<file path="config.mk">
export PLATFORM = sky130hd
export DESIGN_NAME = cpu_clock_controller
export DESIGN_NICKNAME = d
export VERILOG_FILES = /design/src/rtl/cpu_clock_controller.sv
export SDC_FILE = /design/constraint.sdc
export NUM_CORES = 1
export LEC_CHECK = 0
export CORE_MARGIN = 10
export CORE_UTILIZATION = 50
export CTS_CLUSTER_SIZE = 14
export DETAILED_ROUTE_END_ITERATION = 10
export GPL_TIMING_DRIVEN = 0
export PLACE_DENSITY_LB_ADDON = 0.3
export SLEW_MARGIN = 20
export SYNTH_ARGS = -nofsm -noshare
export SYNTH_HDL_FRONTEND = slang
export SYNTH_SLANG_ARGS = --single-unit
</file>
<file path="constraint.sdc">
create_clock -name clk_quick -period 4.5 [get_ports clk_quick]
set_input_delay 1.35 -clock clk_quick [delete_from_list [all_inputs] [get_ports clk_quick]]
set_output_delay 1.35 -clock clk_quick [all_outputs]
set_load 0.02 [all_outputs]
</file>
<file path="src/rtl/cpu_clock_controller.sv">
// rtl/cpu_clock_controller.sv - run/stop/single-step CPU clock-enable controller (optional ce_count via CPU_CLOCK_CTRL_CE_COUNT_EN)
module cpu_clock_controller #(
    parameter int unsigned RATIO0   = 2,
    parameter int unsigned RATIO1   = 1000,
    parameter int unsigned RATIO2   = 1000000,
    parameter int unsigned RATIO3   = 50000000,
    parameter int unsigned DEBOUNCE = 500000
) (
    input  logic        clk_quick,
    input  logic        rst_n,
    input  logic        run_sw,
    input  logic        step_btn,
    input  logic [1:0]  ratio_sel,
    input  logic        halt,
    output logic        cpu_ce,
    output logic        running,
    output logic [31:0] ce_count
);

    typedef enum logic [1:0] {
        ST_STOP = 2'd0,
        ST_RUN  = 2'd1,
        ST_STEP = 2'd2
    } state_t;

    localparam logic [31:0] R0 = 32'(RATIO0);
    localparam logic [31:0] R1 = 32'(RATIO1);
    localparam logic [31:0] R2 = 32'(RATIO2);
    localparam logic [31:0] R3 = 32'(RATIO3);
    // DEBOUNCE of 0 or 1 both mean "accept on the first differing cycle"
    localparam logic [31:0] DB_LAST = (DEBOUNCE <= 1) ? 32'd0 : 32'(DEBOUNCE - 1);

    logic        run_meta_q, run_sync_q;
    logic        step_meta_q, step_sync_q;
    logic [31:0] db_cnt_q, db_cnt_d;
    logic        db_level_q, db_level_d;
    logic        step_evt;
    logic [31:0] ratio_q, ratio_d;
    logic [31:0] ratio_sel_val;
    logic [31:0] ratio_eff;
    logic        period_end;
    logic [31:0] div_cnt_q, div_cnt_d;
    logic        armed_q, armed_d;
    logic        cpu_ce_q, cpu_ce_d;
    logic        running_q;
    state_t      state_q, state_d;

    // two-flop synchronizers for the asynchronous operator inputs
    always_ff @(posedge clk_quick or negedge rst_n) begin
        if (!rst_n) begin
            run_meta_q  <= 1'b0;
            run_sync_q  <= 1'b0;
            step_meta_q <= 1'b0;
            step_sync_q <= 1'b0;
        end else begin
            run_meta_q  <= run_sw;
            run_sync_q  <= run_meta_q;
            step_meta_q <= step_btn;
            step_sync_q <= step_meta_q;
        end
    end

    // debounce: count consecutive differing cycles, accept the new level at DEBOUNCE
    always_comb begin
        db_cnt_d   = db_cnt_q;
        db_level_d = db_level_q;
        step_evt   = 1'b0;
        if (step_sync_q == db_level_q) begin
            db_cnt_d = '0;
        end else if (db_cnt_q >= DB_LAST) begin
            db_level_d = step_sync_q;
            db_cnt_d   = '0;
            step_evt   = step_sync_q;
        end else begin
            db_cnt_d = db_cnt_q + 32'd1;
        end
    end

    // decode the ratio select into a divide value for the latch
    always_comb begin
        ratio_sel_val = R0;
        case (ratio_sel)
            2'd0:    ratio_sel_val = R0;
            2'd1:    ratio_sel_val = R1;
            2'd2:    ratio_sel_val = R2;
            default: ratio_sel_val = R3;
        endcase
    end

    // a latched ratio of zero behaves like one (pulse every cycle)
    assign ratio_eff  = (ratio_q == 32'd0) ? 32'd1 : ratio_q;
    assign period_end = (div_cnt_q == (ratio_eff - 32'd1));

    // FSM next state, divider, ratio latch, arming and the cpu_ce request
    always_comb begin
        state_d   = state_q;
        div_cnt_d = '0;
        ratio_d   = ratio_q;
        armed_d   = armed_q;
        cpu_ce_d  = 1'b0;

        // a halt disarms; once the switch is seen low the operator may run again
        if (halt && (state_q != ST_STEP)) begin
            armed_d = 1'b0;
        end else if (!run_sync_q) begin
            armed_d = 1'b1;
        end

        case (state_q)
            ST_STOP: begin
                ratio_d = ratio_sel_val;
                if (run_sync_q && armed_q) begin
                    state_d = ST_RUN;
                end else if (step_evt) begin
                    state_d  = ST_STEP;
                    cpu_ce_d = 1'b1;
                end
            end
            ST_STEP: begin
                state_d = ST_STOP;
            end
            ST_RUN: begin
                if (halt) begin
                    state_d = ST_STOP;
                end else if (!run_sync_q) begin
                    state_d = ST_STOP;
                end else if (period_end) begin
                    cpu_ce_d = 1'b1;
                    ratio_d  = ratio_sel_val;
                end else begin
                    div_cnt_d = div_cnt_q + 32'd1;
                end
            end
            default: begin
                state_d = ST_STOP;
            end
        endcase
    end

    // state and registered outputs
    always_ff @(posedge clk_quick or negedge rst_n) begin
        if (!rst_n) begin
            state_q    <= ST_STOP;
            div_cnt_q  <= '0;
            ratio_q    <= R0;
            armed_q    <= 1'b1;
            cpu_ce_q   <= 1'b0;
            running_q  <= 1'b0;
            db_cnt_q   <= '0;
            db_level_q <= 1'b0;
        end else begin
            state_q    <= state_d;
            div_cnt_q  <= div_cnt_d;
            ratio_q    <= ratio_d;
            armed_q    <= armed_d;
            cpu_ce_q   <= cpu_ce_d;
            running_q  <= (state_d == ST_RUN);
            db_cnt_q   <= db_cnt_d;
            db_level_q <= db_level_d;
        end
    end

    assign cpu_ce  = cpu_ce_q;
    assign running = running_q;

`ifdef CPU_CLOCK_CTRL_CE_COUNT_EN
    logic [31:0] ce_count_q;

    // count every cycle the CPU was enabled; wraps naturally at 2^32
    always_ff @(posedge clk_quick or negedge rst_n) begin
        if (!rst_n) begin
            ce_count_q <= '0;
        end else if (cpu_ce_q) begin
            ce_count_q <= ce_count_q + 32'd1;
        end
    end

    assign ce_count = ce_count_q;
`else
    assign ce_count = 32'd0;
`endif

endmodule

</file>
Yosys cells after proc, flatten, opt, wreduce, memory -nomap -nowiden
Cells that the tools add are included.
- register bits after elaboration: 106
- input bits: 7
- output and inout port bits: 34
- add/sub/neg operators: 3
- order comparisons: 1
- eq/ne operators: 11
- mux-type cells: 27
- bitwise logic cells: 1
- reductions and logical operators: 8
- operators with widths (operator ; number):
    $mux 32 ; 10
    $pmux 26 s3 ; 1
    $add 32x1->32 const B ; 2
    $pmux 32 s2 ; 1
    $eq 32x32->1 ; 1
    $ge 32x19->1 const B ; 1
    $logic_not 32->1 ; 1
    $sub 32x1->32 const B ; 1
    $mux 1 ; 9
    $mux 2 ; 4
    $ne 2x2->1 const B ; 4
    $eq 2x1->1 const B ; 3
    $logic_not 2->1 ; 2
    $pmux 2 s2 ; 1
    $reduce_and 4->1 ; 1
    $eq 2x2->1 const B ; 1
    $logic_and 1x1->1 ; 2
    $ne 2x1->1 const B ; 1
    $pmux 1 s2 ; 1
    $reduce_and 2->1 ; 1
    $reduce_bool 2->1 ; 1
    $eq 1x1->1 ; 1
    $not 1->1 ; 1

Depth between registers and ports, before layout
- depth in word-level cells: 8
- depth in mapped cells: 14

Worst setup path before layout
Ideal clock, no wire load.
- kind: flip-flop to flip-flop
- start: register ratio_q[8]
- end: register ratio_q[18]
- setup time: 0.125 ns
- arrival: 3.117 ns
- required time: 4.375 ns
- path slack: 1.258 ns
- cell stages (with the launch flop): 14
- clock period less this slack: 3.242 ns
- cell sequence: dfrtp_1 buf_6 or4_1 clkbuf_1 nor3_1 a21oi_1 ha_1 nand2b_1 nor3_1 and4b_1 o31ai_1 nor4_4 a31oi_4 mux2_4
- cells in the longest elaborated chain, start to end: 6
- RTL lines (item ; line ; RTL):
    from (decl) ; 38 ; logic [31:0] ratio_q, ratio_d;
    from (signal assigned) ; 154 ; ratio_q <= ratio_d;
    $logic_not 32->1 ; 91 ; assign ratio_eff = (ratio_q == 32'd0) ? 32'd1 : ratio_q;
    $mux 32 (*) ; 91 ;
    $sub 32x1->32 (*) ; 92 ; assign period_end = (div_cnt_q == (ratio_eff - 32'd1));
    $eq 32x32->1 (*) ; 92 ;
    $ne 2x2->1 (no source line) (*) ; - ;
    $reduce_and 4->1 (no source line) (*) ; - ;
Mark *: on every way between the ends. The rest lies on a longest branch, timed or not.
A chain may end at the register's enable or synchronous reset.

Final worst setup path
- start: register ratio_q[9]
- end: register div_cnt_q[26]
- cells in the longest elaborated chain, start to end: 8
- RTL lines (item ; line ; RTL):
    $logic_not 32->1 ; 91 ;
    $mux 32 (*) ; 91 ;
    $sub 32x1->32 (*) ; 92 ;
    $eq 32x32->1 (*) ; 92 ;
    $mux 32 (*) ; 127 ; end else if (period_end) begin
    $mux 32 (*) ; 125 ; end else if (!run_sync_q) begin
    $mux 32 (*) ; 123 ; if (halt) begin
    $mux 32 (*) ; 109 ; case (state_q)
    net div_cnt_d[26] ; 42 ; logic [31:0] div_cnt_q, div_cnt_d;
    to (signal assigned) ; 153 ; div_cnt_q <= div_cnt_d;
    to (decl) ; 42 ;
Mark *: on every way through the listed nets, which the timed path passes. The rest lies on a longest branch.

==> flow_summary.json <==
{
  "status": "finished, final reports clean",
  "cp_max_fo": 10,
  "hpwl_um": 5810,
  "grt_setup_unrepaired": "false",
  "root_buffer": "clkbuf_8",
  "core.rowCount": 33,
  "gp_congestion": 0.821,
  "drt_iter0_drc": 177,
  "cp-end-kind": "flip-flop",
  "cts_setup_buffers": 0,
  "min_period_over_period": 0.815,
  "period_needed_ps": 3670,
  "maxSlewHeadroom": 0.603,
  "use_met3": 0.0429,
  "grtUsageTotal": 0.133,
  "die_h_um": 112,
  "cap_viol_max_count": 0,
  "reg2reg_depth": 13,
  "overflow": 0,
  "wire_per_inst_um": 13.3,
  "synth_edf_count": 0,
  "worstMarginPinSlew_ps": 590,
  "cp_data_arrival_time_ps": 3900,
  "cp_slowest_stage_delay_ps": 470,
  "layout-drive-gt1-share": 0.134,
  "antenna_found_initial": 0,
  "worst-path-buf-inv": 3,
  "synth_area_sq_um": 4220,
  "crit_cells": 13,
  "synthFlopType": "dfrtp_1",
  "start_util": 0.513,
  "antennaDiodeCount": 0,
  "synth_cells": 422,
  "syn_to_final_growth_pct": 15.6,
  "p_total_w": 0.00165,
  "die_width_um": 112,
  "fin_ws_ps": 833,
  "cp.required_ps": 4730,
  "ir_worst_vdd_uv": 176,
  "ys_types": 52,
  "io_buffers": 8,
  "path_clk_slew_ps": 80,
  "via_per_inst": 4.96,
  "fmax_ghz": 0.273,
  "synth_seq_area_share": 0.481,
  "critical_path.slowest_cell": "or4_1",
  "holdWs_ps": 358,
  "cpLargestDelayFamily": "simple AND/OR/NAND/NOR gates",
  "startpoint_type": "flip-flop",
  "drv_slew": 0,
  "yosysWarnings": 0,
  "grt.busiest_layer": "met2",
  "core-area_sq_um": 8220,
  "layoutNonFillerInstCount": 596,
  "cts_tree": "yes",
  "post_cts_resized": 0,
  "grt_pass1_vias": 2990,
  "hold_violations": 0,
  "p_leak_nw": 2.13,
  "cts_sinks": 81,
  "synth-seq-cells": 81,
  "finalSetupViolCount": 0,
  "async_reset_ff_frac": 1.00,
  "fin_nets": 500,
  "endpoint": "div_cnt_q[26]",
  "min_path_type": "reg -> reg",
  "cpMostUsedCell": "buf_2",
  "cts_hold_buf": 0,
  "drc_errors": 0,
  "reg2reg_slack_ps": 830,
  "startpoint": "ratio_q[9]",
  "setup.worst_path.class": "reg -> reg",
  "grt_pass1_wl_um": 14200,
  "ioPinCount": 41,
  "synth.avg_cell_area_sq_um": 9.99,
  "pre_cts_ws_ps": 875,
  "drt_wl_total_um": 7930,
  "vias": 2954,
  "ant_nets": 0,
  "worstSkewPairLatency_ps": 350,
  "p_per_area_nw_per_um2": 339,
  "met2_usage": 0.213,
  "use_met1": 0.170,
  "drt-pass1-iter-count": 4,
  "clk_path_buf_depth": 2,
  "dp.cells": 580,
  "r2r-end": "div_cnt_q[26]",
  "finalClockSkew_ps": 9.65,
  "grt_max_degree": 49,
  "r2r-start": "ratio_q[9]",
  "cts_inserted_buffers": 9,
  "die_area_sq_um": 12500,
  "crit_path_cell_trace": "buf_2 > or4_1 > clkbuf_1 > nor3_1 > a21oi_1 > ha_1 > nor3b_1 > nor4b_1 > o31ai_1 > nor4_4 > a21o_1 > buf_2 > nor2_1",
  "htreeDepth": 3
}
==> worst reg2reg max path: cells and delay by family, from the launching register on <==
family / cells / cell delay (ps)
compound gates: 3 / 610
buf+inv: 3 / 640
fa+ha+maj: 1 / 290
simple gates: 6 / 1650
flops: 1 / 360
==> through the flow <==
step / utilization / TNS [ps] / instance area (sq um)
final: 0.593 / 0 / 4870
after global routing: 0.593 / 0 / 4870
after CTS: 0.593 / 0 / 4870
after detailed placement: 0.562 / 0 / 4620
after global placement: 0.559 / -55720 / 4590
after floorplan: - / 0 / 4380
==> sequential cells by signal, indices dropped and copies added, names as in the netlist <==
name and cells:
armed_q 1, cpu_ce 1, db_cnt_q 32, db_level_q 1
div_cnt_q 32, ratio_q 7, run_meta_q 1, run_sync_q 1
running 1, state_q 2, step_meta_q 1, step_sync_q 1
==> layer usage <==
layer  wire (um)  vias to the layer above
met5           0                        -
met4          80                        0
met3         422                        7
met2        3740                       53
met1        3680                     1414
li1            -                     1480
==> cells in the final DEF, fill, tap and decap left out, types with 10 or more instances in the layout <==
cell	n
buf_4	33
conb_1	45
xnor2_1	34
nand3_1	18
nor2_1	73
nand4_1	10
clkbuf_8	11
nor3_1	16
xor2_1	26
and3_1	11
dfrtp_1	79
nand2_1	22
inv_1	11
==> cell families (layout without fill, tap and decap cells) <==
family	Yosys count	after routing	synth area share
flip-flops	81	81	0.481
XOR/XNOR	60	60	0.125
buffers and inverters	55	80	0.0804
adder cells (fa/ha/maj)	7	7	0.0208
multiplexers	9	9	0.0276
AO/OA/AOI/OAI	27	27	0.0484
AND/OR/NAND/NOR	182	182	0.216
other	1	45	0.000890
==> area by class of cell <==
class / count / area [sq um]
well taps: 105 / 131
repair buffers: 9 / 105
fillers: 700 / 3350
clock inverters: 4 / 98.8
clock buffers: 12 / 155
multi-input cells: 330 / 2010
plain buffers: 43 / 294
flip-flops and latches: 81 / 2030
inverters: 12 / 45.0
==> worst min path at each step <==
stage	cells past startpoint	endpoint	slack [ps]	from
floorplan	0	run_sync_q	330	run_meta_q
global placement	0	run_sync_q	340	run_meta_q
detailed placement	0	run_sync_q	340	run_meta_q
CTS	0	run_sync_q	360	run_meta_q
global route	0	run_sync_q	370	run_meta_q
finish	0	run_sync_q	360	run_meta_q
==> report_power, final <==
part / switching (W) / internal [W]
registers: 0.0000150 / 0.000751
clock network: 0.000258 / 0.000400
logic: 0.000131 / 0.0000951
total: 0.000405 / 0.00125
==> synth_stat cells (all sizes together) (2+ instances only) <==
library cell | instances | area [sq um]
dfstp | 2 | 52.6
o31ai | 3 | 22.5
buf | 37 | 272
clkbuf | 6 | 22.5
or2 | 2 | 12.5
nand4 | 10 | 62.6
xor2 | 26 | 228
nand2 | 22 | 82.6
and3 | 11 | 68.8
nand2b | 2 | 12.5
a21oi | 6 | 30.0
mux2 | 6 | 86.3
mux2i | 3 | 30.0
or3 | 3 | 18.8
ha | 7 | 87.6
o211ai | 2 | 15.0
nor4 | 7 | 58.8
a31oi | 2 | 27.5
or4 | 4 | 30.0
nand3 | 18 | 90.1
nor3b | 3 | 27.5
nor2 | 73 | 274
inv | 11 | 41.3
xnor2 | 34 | 298
and4 | 6 | 52.6
o21ai | 3 | 15.0
dfrtp | 79 | 1980
nor3 | 16 | 80.1
No activity file was read; power rests on OpenSTA's default activity.
